--- src/rtl/fetch_unit.sv ---
// fetch_unit: instruction fetch with prefetch queue, one outstanding imem request and redirect flush
module fetch_unit #(
  parameter int DATA_W = 16,
  parameter int ADDR_W = 16,
  parameter int DEPTH = 4,
  parameter logic [ADDR_W-1:0] RESET_PC = 16'h0000
) (
  input  logic              clk,
  input  logic              rst,
  output logic              imem_req,
  output logic [ADDR_W-1:0] imem_addr,
  input  logic              imem_ack,
  input  logic [DATA_W-1:0] imem_rdata,
  output logic              instr_valid,
  output logic [DATA_W-1:0] instr,
  output logic [ADDR_W-1:0] instr_pc,
  input  logic              instr_ready,
  input  logic              redirect_valid,
  input  logic [ADDR_W-1:0] redirect_pc
);
  localparam int PW = $clog2(DEPTH);
  localparam logic [PW:0] FULL = (PW+1)'(DEPTH);
  typedef enum logic [1:0] {IDLE, WAIT, DRAIN} state_t;
  state_t state, state_n;
  logic [ADDR_W-1:0] fetch_pc, fetch_pc_n, target, target_n;
  logic [DATA_W-1:0] q_data [DEPTH];
  logic [ADDR_W-1:0] q_pc [DEPTH];
  logic [PW-1:0] rd_ptr, wr_ptr;
  logic [PW:0] count, count_n;
  logic ack, push, pop;
  assign imem_req = state != IDLE;
  assign imem_addr = fetch_pc;
  assign instr_valid = count != '0;
  assign instr = q_data[rd_ptr];
  assign instr_pc = q_pc[rd_ptr];
  assign ack = imem_req & imem_ack;
  assign push = (state == WAIT) & ack & ~redirect_valid;
  assign pop = instr_valid & instr_ready & ~redirect_valid;
  assign count_n = count + (PW+1)'(push) - (PW+1)'(pop);
  always_comb begin
    state_n = state;
    fetch_pc_n = fetch_pc;
    target_n = target;
    case (state)
      IDLE: begin
        if (redirect_valid) begin
          state_n = WAIT;
          fetch_pc_n = redirect_pc;
        end else if (count < FULL) state_n = WAIT;
      end
      WAIT: begin
        if (redirect_valid && !ack) begin
          state_n = DRAIN;
          target_n = redirect_pc;
        end else if (redirect_valid) fetch_pc_n = redirect_pc;
        else if (ack) begin
          fetch_pc_n = fetch_pc + 1'b1;
          state_n = count_n < FULL ? WAIT : IDLE;
        end
      end
      DRAIN: begin
        target_n = redirect_valid ? redirect_pc : target;
        if (ack) begin
          state_n = WAIT;
          fetch_pc_n = target_n;
        end
      end
      default: state_n = IDLE;
    endcase
  end
  always_ff @(posedge clk) begin
    if (rst) begin
      state <= IDLE;
      fetch_pc <= RESET_PC;
      target <= RESET_PC;
      rd_ptr <= '0;
      wr_ptr <= '0;
      count <= '0;
      for (int i = 0; i < DEPTH; i++) begin
        q_data[i] <= '0;
        q_pc[i] <= '0;
      end
    end else begin
      state <= state_n;
      fetch_pc <= fetch_pc_n;
      target <= target_n;
      if (redirect_valid) begin
        rd_ptr <= '0;
        wr_ptr <= '0;
        count <= '0;
      end else begin
        if (push) begin
          q_data[wr_ptr] <= imem_rdata;
          q_pc[wr_ptr] <= fetch_pc;
          wr_ptr <= wr_ptr + 1'b1;
        end
        if (pop) rd_ptr <= rd_ptr + 1'b1;
        count <= count_n;
      end
    end
  end
endmodule

--- config.mk ---
export PLATFORM = sky130hd
export DESIGN_NAME = fetch_unit
export DESIGN_NICKNAME = d
export VERILOG_FILES = /design/src/rtl/fetch_unit.sv
export SDC_FILE = /design/constraint.sdc
export NUM_CORES = 1
export LEC_CHECK = 0
export CORE_UTILIZATION = 35
export DETAILED_ROUTE_END_ITERATION = 10
export MAX_ROUTING_LAYER = met4
export SLEW_MARGIN = 20
export SYNTH_ARGS = -nofsm -noshare
export SYNTH_HDL_FRONTEND = slang
export SYNTH_SLANG_ARGS = --single-unit
--- constraint.sdc ---
create_clock -name clk -period 7.6 [get_ports clk]
set_input_delay 2.28 -clock clk [delete_from_list [all_inputs] [get_ports clk]]
set_output_delay 2.28 -clock clk [all_outputs]
set_load 0.01 [all_outputs]
### Yosys cells after proc, flatten, opt, wreduce, memory -nomap -nowiden

Memories as Yosys holds them, arrays and structs flattened. A register that Yosys moved wholly into a read port is not among the register bits.
Cells that the tools add are included.
W data, S select, Z words.

| storage, ports and cells | value |
|---|---|
| bits in registers | 41 |
| RAM bits | 128 |
| output and inout bits | 50 |
| logic and storage cells | 77 |
| memories kept | 2 |

| cells by class | value |
|---|---|
| add/subtract/negate cells | 5 |
| order comparisons | 2 |
| equality and inequality tests | 10 |
| multiplexer cells | 33 |
| bitwise logic cells | 6 |
| reductions and logical operators | 13 |

Memories:

| memory | words | width | read ports | clocked after memory_dff | write ports | line | RTL |
|---|---|---|---|---|---|---|---|
| q_data | 4 | 16 | 1 | 1 | 4 | 26 | `logic [DATA_W-1:0] q_data [DEPTH];` |
| q_pc | 4 | 16 | 1 | 1 | 4 | 27 | `logic [ADDR_W-1:0] q_pc [DEPTH];` |

Operator list:

| operator | number |
|---|---|
| $mux W16 | 9 |
| $pmux W16 S3 | 1 |
| $pmux W16 S2 | 1 |
| $reduce_or A16 Y1 | 2 |
| $mux W2 | 12 |
| $add A16 B1 Y16 const B | 1 |
| $mux W1 | 9 |
| $lt A3 B3 Y1 const B | 2 |
| $ne A2 B2 Y1 const B | 3 |
| $ne A3 B2 Y1 const B | 2 |
| $ne A3 B3 Y1 const B | 2 |
| $pmux W2 S3 | 1 |
| $reduce_bool A3 Y1 | 2 |
| $and A1 B1 Y1 | 5 |
| $reduce_and A5 Y1 | 1 |
| $add A2 B1 Y2 const B | 2 |
| $reduce_and A4 Y1 | 1 |
| $reduce_bool A2 Y1 | 2 |
| $add A3 B1 Y3 | 1 |
| $sub A3 B1 Y3 | 1 |
| $eq A2 B1 Y1 const B | 1 |
| $eq A2 B2 Y1 const B | 1 |
| $logic_not A2 Y1 | 1 |
| $ne A2 B1 Y1 const B | 1 |
| 5 further kinds | 5 |

### Logic depth before layout (Yosys ltp)

Gate-level depths: netlist (run 1).

| logic depth | value |
|---|---|
| word-level depth | 12 |
| mapped depth | 14 |

### Worst setup path before layout (run 1)

Ideal clock, no wire load.

| timing path | value |
|---|---|
| path type | input to register |
| start | input port redirect_valid |
| end | memory q_data[1][0], enable pin |
| data arrival time | 4,308 ps |
| slack | 2,864 ps |
| stages | 4 |
| buffers on the path | 0 |
| cells stage by stage | nand2b_2 -> nor2_4 -> nand2_1 -> o21bai_1 |

RTL lines:

| what | line | RTL |
|---|---|---|
| start: declaration | 18 | `input logic redirect_valid,` |
| end: declaration | 26 |  |

### Worst setup path in the final report (run 1)

| timing path | value |
|---|---|
| start | input port redirect_valid |
| end | register state[0] |

| between the ends | value |
|---|---|
| cells in the longest elaborated chain, start to end | 10 |
| elaborated cells on any way between the ends | 17 |
| those cells by class | 2 x add/sub; 1 x order compare; 3 x eq/ne; 6 x mux; 3 x bitwise; 2 x reduce/logical |

Ends and longest elaborated chain:

| what | line | RTL |
|---|---|---|
| $not A1 Y1 | 37, 38 |  |
| $and A1 B1 Y1 | 37 | `assign push = (state == WAIT) & ack & ~redirect_valid;` |
| $add A3 B1 Y3 | 39 | `assign count_n = count + (PW+1)'(push) - (PW+1)'(pop);` |
| $sub A3 B1 Y3 | 39 |  |
| $lt A3 B3 Y1 | 58 | `state_n = count_n < FULL ? WAIT : IDLE;` |
| $mux W1 | 58 |  |
| $mux W2 | 56 | `else if (ack) begin` |
| $mux W2 | 55 | `end else if (redirect_valid) fetch_pc_n = redirect_pc;` |
| $mux W2 | 52 | `if (redirect_valid && !ack) begin` |
| $pmux W2 S3 | 44 | `case (state)` |
| end signal: assignment | 84 | `state <= state_n;` |
| end: declaration | 24 | `state_t state, state_n;` |

Parallel ways exist; a longest one is shown, timed or not. The select of a mux whose other input is x is not followed.
A chain may end at the register's enable or synchronous reset.

==> impl_metrics.yaml, run 1 <==
layout:
  regArea_mm2: 0.00471
  utilization_pct: 44.0
  synthToLayoutAreaGrowth_pct: 21.8
  drive_gt1_share_pct: 13.7
  multiInputGateArea_mm2: 0.00304
  antenna_cells: 0
  nets: 725
  fillers: 1970
clocking:
  cts-hold-fix-buffers: 0
  post_cts_buffers: 0
  cts-root-buf: "clkbuf_16"
  worstSkewPairLatency_ps: 420
  cts_buffer_depth: 2
  cts_resized: 0
  cts.sinks: 171
  tritoncts: "built"
  htree_levels: 4
  clk_pin_slew_ps: 70
  numCtsBuffers: 17
place:
  port_buffers: 86
  hpwlAfterDp_um: 11600
  gp_congestion: 0.884
  place_ws_ps: 1920
synth:
  synth_edf_count: 128
  synth_top_family_by_area: "simple AND/OR/NAND/NOR gates"
  netlist_area_mm2: 0.00798
  synthCells: 615
  synth-adder-area-share_pct: 1.35
  syn-num-nets: 660
  syn_avg_cell_area_um2: 13.0
  synth_ff_type: "edfxtp_1"
  synthSimpleGateAreaFrac_pct: 17.0
  synth_cell_type_count: 66
  synthArstFlopShare_pct: 0
  synth-compound-area-share_pct: 6.94
  ys_seq_area_share_pct: 58.9
  ys_warn_count: 0
  synth_seq_cells: 171
  synth.area.mux_share_pct: 11.2
  yosys.area_share.xor_xnor_pct: 1.21
drt:
  vias: 5174
  ant_nets: 0
  drc: 0
  drtPass1Iterations: 4
  wire_per_inst_um: 19.0
  drt_iter0_markers: 248
  wl_um: 18500
  viasPerCell: 5.32
setup_path:
  cp.arrival_ps: 5460
  cpPeakStageDelay_ps: 680
  startpoint_type: "primary input"
  cp_max_fo: 16
  reg2reg_from: "state[1]"
  slowest_stage: "clkdlybuf4s50_1"
  cp.required_ps: 7940
  startpoint: "redirect_valid"
  path_class: "primary input to register"
  cp-end-kind: "register"
  crit_path_cell_trace: "clkdlybuf4s50_1 -> nand2b_2 -> nor2_4 -> inv_2 -> ha_1 -> inv_1 -> ha_1 -> fa_1 -> xnor2_1 -> xnor2_1 -> a311oi_1 -> or3_1 -> a21oi_1"
power_and_ir_drop:
  p_int_uw: 1880
  switching_share_pct: 29.4
  p_switching_uw: 785
  power_density_mw_per_mm2: 274
  pwr-share-comb_pct: 20.1
  fin_total_pwr_uw: 2670
  pwr-share-seq_pct: 45.0
  irDropWorstVdd_mv: 0.232
  power.share.clock_pct: 34.9
  power.leakage_uw: 0.00356
sta:
  slew_headroom_pct: 31.3
  slew_violations: 0
  hold_violations: 0
  post-route-period-util_pct: 67.4
  finalCriticalPeriod_ps: 5120
  setup_tns_ps: 0
  worst_pin_slew_ps: 1030
  finalSetupViolations: 0
  setup_slack_ps: 2480
  fmax_mhz: 195
  fin_worst_skew_ps: 8.60
  rsz0062_at_grt: "false"
global_route:
  grt_pass1_wl_um: 29400
  grt_overflow: 0
  grt_max_degree: 62
  gr-usage-all-layers_pct: 16.9
  grt_pass1_vias: 5365
  antenna_found_initial: 0
die:
  initial_utilization_pct: 36.1
  die_area_mm2: 0.0234
  pin_count: 87
  coreArea_mm2: 0.0221
  dieWidth_um: 153
  num_rows: 54
  die_height_um: 153
min_path:
  min_path_type: "register to register"
  min_from: "state[0]"
status:
  outcome: "finished, final reports clean"
run:
  cap_viol_max_count: 0
[flip-flops by register name, indices dropped and copies added, names as in the netlist, named ones only]
| register | count |
|---|---|
| q_pc | 64 |
| target | 16 |
| count | 3 |
| state | 2 |
| wr_ptr | 2 |
| imem_addr | 16 |
| q_data | 64 |
| rd_ptr | 2 |
[layer usage]
metal | wire [um] | vias up | global-route usage (%)
met5 | 0 | - | -
met4 | 129 | 0 | 4.38
met3 | 1020 | 8 | 3.54
met2 | 8940 | 180 | 27.0
met1 | 8400 | 2571 | 21.9
li1 | - | 2415 | -
[stage by stage]
stage / std cells / hold slack, ps / cell area, um2
2_1_floorplan: 615 / 463 / 7980
3_3_place_gp: 940 / 477 / 9060
3_5_place_dp: 941 / 490 / 9090
4_1_cts: 973 / 505 / 9720
5_1_grt: 973 / 523 / 9720
6_report: 973 / 502 / 9720
[final cells by class]
cell class | count | share of cell area, %
sequential | 171 | 48.4
multi-input combinational | 381 | 31.2
timing repair buffer | 94 | 9.68
clock buffer | 17 | 4.38
tap | 280 | 3.60
clock inverter | 15 | 2.14
inverter | 15 | 0.579
[cell usage after synthesis, drive strengths merged, types with 3 or more instances]
| master | count | area (um2) |
|---|---|---|
| nand2b | 5 | 36.3 |
| dfxtp | 43 | 861 |
| nor4 | 8 | 50.1 |
| nand3b | 3 | 22.5 |
| o211ai | 3 | 22.5 |
| buf | 21 | 110 |
| o21ai | 28 | 151 |
| mux2i | 17 | 170 |
| inv | 14 | 52.6 |
| mux4 | 32 | 721 |
| xor2 | 4 | 35.0 |
| a21oi | 11 | 58.8 |
| or3 | 4 | 30.0 |
| nor3 | 11 | 60.1 |
| nor2b | 4 | 25.0 |
| nor2 | 38 | 153 |
| and2 | 93 | 583 |
| and3 | 33 | 208 |
| a22o | 5 | 43.8 |
| a221oi | 14 | 123 |
| ha | 7 | 87.6 |
| edfxtp | 128 | 3840 |
| a31oi | 4 | 25.0 |
| xnor2 | 7 | 61.3 |
| clkbuf | 27 | 103 |
| nand4 | 3 | 25.0 |
| nand3 | 6 | 35.0 |
| nand2 | 17 | 63.8 |
[worst paths after layout]
check | to | cells after the start | slack (ps)
max reg2reg | state[0] | 14 | 4260
min reg2reg | state[0] | 2 | 500
max | state[0] | 13 | 2480
min | state[0] | 2 | 500
[power by group through the flow]
| stage | Sequential [uW] | Clock [uW] | Combinational [uW] |
|---|---|---|---|
| floorplan | 1170 | 0 | 354 |
| global placement | 1210 | 0 | 521 |
| detailed placement | 1220 | 0 | 531 |
| CTS | 1200 | 947 | 535 |
| global route | 1220 | 981 | 581 |
| finish | 1200 | 932 | 535 |
[cells by family after synthesis]
kind of cell / Yosys count
flops: 171
simple gates: 233
mux: 49
buf+inv: 63
xor+xnor: 11
fa+ha+maj: 8
compound gates: 80
[worst max-delay path: cells and delay by family]
family,cells,cell delay (ps)
AOI/OAI and AO/OA,2,250
xor gates and xnor gates,2,360
adders and majority gates,3,840
and+or+nand+nor,3,950
buffers and inverters,3,800
[cells in the final DEF, fill, tap and decap left out, types with 12 or more instances in the layout]
master / instances
and2_1: 91
nand2_1: 17
dfxtp_1: 42
nor2_1: 35
edfxtp_1: 128
and3_1: 31
inv_1: 12
o21ai_0: 20
a221oi_1: 14
clkdlybuf4s50_1: 86
mux2i_1: 17
clkbuf_16: 17
mux4_2: 32
No activity file was read; power rests on OpenSTA's default activity.
==> inputs of run 2 (changes only) <==
- clock period: 7.6 -> 4.4 ns (I/O delays scaled with it)
==> run 2 against run 1 <==
  * Total power up 67%
  * Via count up 1.6%
  * Count of clock-buffer cells in the layout unchanged
  * Clock power up 57%
  * Sequential power up 73%
  * Non-clock buffer count up 7
  * Core utilization about the same
  * Sequential cell count unchanged
  * First-iteration DRC count up 25%
  * Setup slack worse by 1800 ps
  * Cell count up 0.72%
  * Combinational power up 72%
==> impl_metrics.yaml, run 2 (synthesis results as in run 1) <==
sta:
  finalSetupViolations: 0
  fin_worst_skew_ps: 6.50
  slew_headroom_pct: 53.4
  fmax_mhz: 269
  slew_violations: 0
  rsz0062_at_grt: "false"
  post-route-period-util_pct: 84.5
  worst_pin_slew_ps: 699
  finalCriticalPeriod_ps: 3720
  setup_tns_ps: 0
  worst_hold_slack_ps: 504
  hold_violations: 0
die:
  num_rows: 54
  coreArea_mm2: 0.0221
  die_area_mm2: 0.0234
  initial_utilization_pct: 36.1
  dieWidth_um: 153
  die_height_um: 153
  pin_count: 87
place:
  gp_congestion: 0.892
  port_buffers: 86
  hpwlAfterDp_um: 11600
drt:
  drtPass1Iterations: 5
  ant_nets: 0
  drt_iter0_markers: 309
  wl_um: 18700
  wire_per_inst_um: 19.1
  drc: 0
  viasPerCell: 5.36
  vias: 5256
clocking:
  cts-root-buf: "clkbuf_16"
  cts-hold-fix-buffers: 0
  numCtsBuffers: 17
  tritoncts: "built"
  worstSkewPairLatency_ps: 420
  post_cts_buffers: 0
  cts.sinks: 171
  htree_levels: 4
  cts_resized: 0
  clk_pin_slew_ps: 60
  cts_buffer_depth: 2
power_and_ir_drop:
  irDropWorstVdd_mv: 0.272
  p_switching_uw: 1330
  power_density_mw_per_mm2: 458
  pwr-share-comb_pct: 20.6
  power.leakage_uw: 0.00357
  p_int_uw: 3120
  pwr-share-seq_pct: 46.5
  switching_share_pct: 29.9
  power.share.clock_pct: 32.8
setup_path:
  reg2regPathDepth: 14
  reg2reg_from: "state[1]"
  cp_max_fo: 5
  path_class: "primary input to register"
  cp.required_ps: 4760
  regToRegSetupSlack_ps: 1140
  startpoint_type: "primary input"
  cp.arrival_ps: 4080
  cp-end-kind: "register"
  r2r_end: "state[0]"
global_route:
  grt_pass1_vias: 5395
  gr-usage-all-layers_pct: 17.3
  antenna_found_initial: 0
  grt_max_degree: 61
  grt_pass1_wl_um: 30000
  grt_overflow: 0
run:
  cap_viol_max_count: 0
layout:
  mostFrequentLayoutCells: "edfxtp_1 (128), and2_1 (91), clkdlybuf4s50_1 (86)"
  nets: 732
  multiInputGateArea_mm2: 0.00303
  drive_gt1_share_pct: 14.4
  reg_top3: "q_data x64, q_pc x64"
  regArea_mm2: 0.00471
  synthToLayoutAreaGrowth_pct: 21.7
  fillers: 2008
  utilization_pct: 44.0
  layout.cells.most_common: "edfxtp_1"
  antenna_cells: 0
min_path:
  hold_depth: 2
  min_path_type: "register to register"
  min_to: "state[0]"
  min_from: "state[0]"
status:
  outcome: "finished, final reports clean"
## run 2: cell count changes in the layout (fill, tap and decap cells not counted)
cell	before	now
inv_6	6	3
and3_1	31	32
bufinv_16	4	2
and3_2	2	1
buf_12	0	2
buf_16	1	0
clkinv_2	1	5
clkinv_4	0	2
inv_8	1	0
buf_4	7	13
## run 2: how the worst max path moves through the flow
stage	slack, ps	end	from
6_report	680	state[0]	redirect_valid
4_1_cts	630	instr_pc[8]	register
5_1_grt	500	state[0]	redirect_valid
3_3_place_gp	320	state[0]	redirect_valid
3_5_place_dp	270	state[0]	redirect_valid
2_1_floorplan	620	q_data[1][0]	redirect_valid
## run 2: critical path, cell delays in order
cell and delay [ps]:
clkdlybuf4s50_1 460, nand2b_2 280, nor2_4 160, inv_2 60, ha_1 270, inv_1 40
ha_1 180, fa_1 380, xnor2_1 190, xnor2_1 160, a311oi_1 110, or3_1 340
a21oi_1 140
## run 2: metrics by stage
stage	total power (uW)	setup slack, ps	cells	instance area [um2]
6_report	4450	683	980	9720
5_1_grt	4650	504	980	9720
4_1_cts	4480	627	980	9720
3_5_place_dp	3020	267	948	9150
3_3_place_gp	3000	320	948	9150
2_1_floorplan	2630	624	615	7980
## run 2: cell type report
class,count,share of cell area (%)
Clock buffer,17,4.38
Timing Repair Buffer,101,10.3
Clock inverter,15,1.52
Multi-Input combinational cell,381,31.2
Sequential cell,171,48.4
Tap cell,280,3.60
Inverter,15,0.579
## run 2: power groups by stage
stage	registers (uW)	logic, uW	clock network [uW]
after floorplan	2010	612	0
after global placement	2100	901	0
after detailed placement	2110	910	0
after CTS	2070	916	1490
after global routing	2100	1000	1550
final	2070	919	1460
## run 2: metal layers
metal,GRT usage (%),vias to the layer above,routed length (um)
met2,27.5,181,9070
met4,5.39,0,181
li1,-,2434,-
met1,22.3,2628,8480
met3,3.29,13,986
met5,-,-,0
==> inputs of run 3 (changes only) <==
- clock period: 4.4 -> 3.51 ns (I/O delays scaled with it)
==> run 3 against run 2 <==
  * Clock power increased by 29%
  * Sequential power increased by 25%
  * Sequential share of layout area decreased by 0.57 points
  * Highest routed layer unchanged
  * Combinational power increased by 29%
  * Clock skew about the same
  * First-iteration DRC count decreased by 6.1%
  * Critical path type unchanged
==> impl_metrics.yaml, run 3 (synthesis results as in run 1) <==
global_route:
  grt_pass1_wl_um: 29500
  antenna_found_initial: 0
  grtUsageMet1_pct: 21.6
  grt_pass1_vias: 5413
  grt_util_met3_pct: 3.40
  grt.busiest_layer: "met2"
  grt_overflow: 0
  grt_max_degree: 61
  grt.met2_usage_pct: 27.4
  gr-usage-all-layers_pct: 17.0
sta:
  worst_pin_slew_ps: 751
  post-route-period-util_pct: 95.4
  setup_tns_ps: 0
  setup_slack_ps: 161
  fmax_mhz: 299
  worst_hold_slack_ps: 500
  finalSetupViolations: 0
  slew_headroom_pct: 49.9
  hold_violations: 0
  rsz0062_at_grt: "false"
  fin_worst_skew_ps: 6.32
  finalCriticalPeriod_ps: 3350
  slew_violations: 0
status:
  outcome: "finished, final reports clean"
clocking:
  worstSkewPairLatency_ps: 430
  cts_buffer_depth: 2
  cts_resized: 0
  cts.sinks: 171
  htree_levels: 4
  tritoncts: "built"
  numCtsBuffers: 17
  cts-root-buf: "clkbuf_16"
  cts-hold-fix-buffers: 0
  clk_pin_slew_ps: 70
  post_cts_buffers: 0
die:
  dieWidth_um: 153
  die_area_mm2: 0.0234
  num_rows: 54
  pin_count: 87
  coreArea_mm2: 0.0221
  die_height_um: 153
  initial_utilization_pct: 36.1
layout:
  layout.cells.most_common: "edfxtp_1"
  antenna_cells: 0
  reg_top3: "q_data x64, q_pc x64"
  utilization_pct: 44.5
  synthToLayoutAreaGrowth_pct: 23.2
  mostFrequentLayoutCells: "edfxtp_1 (128), and2_1 (91), clkdlybuf4s50_1 (86)"
  nets: 739
  drive_gt1_share_pct: 15.1
  fillers: 1951
run:
  cap_viol_max_count: 0
setup_path:
  reg2regPathDepth: 14
  slowest_stage: "clkdlybuf4s50_1"
  cp.arrival_ps: 3720
  cpPeakStageDelay_ps: 460
  crit_path_cell_trace: "clkdlybuf4s50_1 -> nand2b_2 -> nor2_4 -> inv_2 -> ha_1 -> inv_1 -> ha_1 -> fa_1 -> xnor2_1 -> xnor2_1 -> a311oi_1 -> or3_1 -> a21oi_1"
  cp_max_fo: 3
  regToRegSetupSlack_ps: 520
  reg2reg_from: "state[0]"
  cp-end-kind: "register"
  startpoint_type: "primary input"
  path_class: "primary input to register"
  r2r_end: "state[0]"
  cp.required_ps: 3880
place:
  gp_congestion: 0.870
  hpwlAfterDp_um: 11800
  port_buffers: 86
  place_ws_ps: -265
power_and_ir_drop:
  power.leakage_uw: 0.00363
  irDropWorstVdd_mv: 0.379
  power_density_mw_per_mm2: 578
drt:
  vias: 5248
  drt_iter0_markers: 290
  viasPerCell: 5.32
  drtPass1Iterations: 5
  drc: 0
  wire_per_inst_um: 19.0
  ant_nets: 0
  wl_um: 18700
min_path:
  min_to: "target[10]"
  min_from: "target[10]"
  hold_depth: 2
  min_path_type: "register to register"
run 3: cell count changes in the layout (fill, tap and decap cells not counted), sizes merged:
cell / change
buf: +7
inv: +4
clkinv: -3
clkinvlp: -1
run 3: how the worst max path moves through the flow:
| stage | from | cells past startpoint | slack [ps] | end |
|---|---|---|---|---|
| floorplan | redirect_valid | 4 | 1 | q_data[1][0] |
| global placement | redirect_valid | 12 | -210 | state[0] |
| detailed placement | redirect_valid | 12 | -260 | state[0] |
| CTS | redirect_valid | 13 | 160 | state[0] |
| global route | redirect_valid | 12 | 50 | state[0] |
| finish | redirect_valid | 13 | 160 | state[0] |
run 3: power breakdown:
group          internal (uW)  total, uW  switching [uW]  leakage, uW
combinational            554       1190             640      0.00167
clock                   1060       1890             831     0.000288
sequential              2340       2590             250      0.00167
run 3: stage by stage:
step	power (uW)	instances	cell area (um2)
2_1_floorplan	3290	615	7980
3_3_place_gp	3790	955	9250
3_5_place_dp	3820	955	9250
4_1_cts	5710	987	9830
5_1_grt	5920	987	9830
6_report	5680	987	9830
run 3: cell type report:
type                       instances  area, um2  share of cell area, %
inverter                          15       56.3                  0.573
timing repair buffer             108       1100                   11.2
clock inverter                    15        160                   1.63
sequential                       171       4710                   47.9
clock buffer                      17        425                   4.33
tap                              280        350                   3.56
multi-input combinational        381       3030                   30.9
run 3: per-layer routing:
layer  part of all wire [%]  up-vias  wire, um
met5                      0        -         0
met4                    1.2        0       233
met3                    4.2       24       788
met2                     48      167      9040
met1                     46     2610      8650
li1                       -     2447         -
run 3: worst max-delay path, delay by kind of cell:
kind	cells	cell delay [ps]
xor+xnor	2	370
compound gates	2	250
simple gates	3	690
fa+ha+maj	3	820
buf+inv	3	540
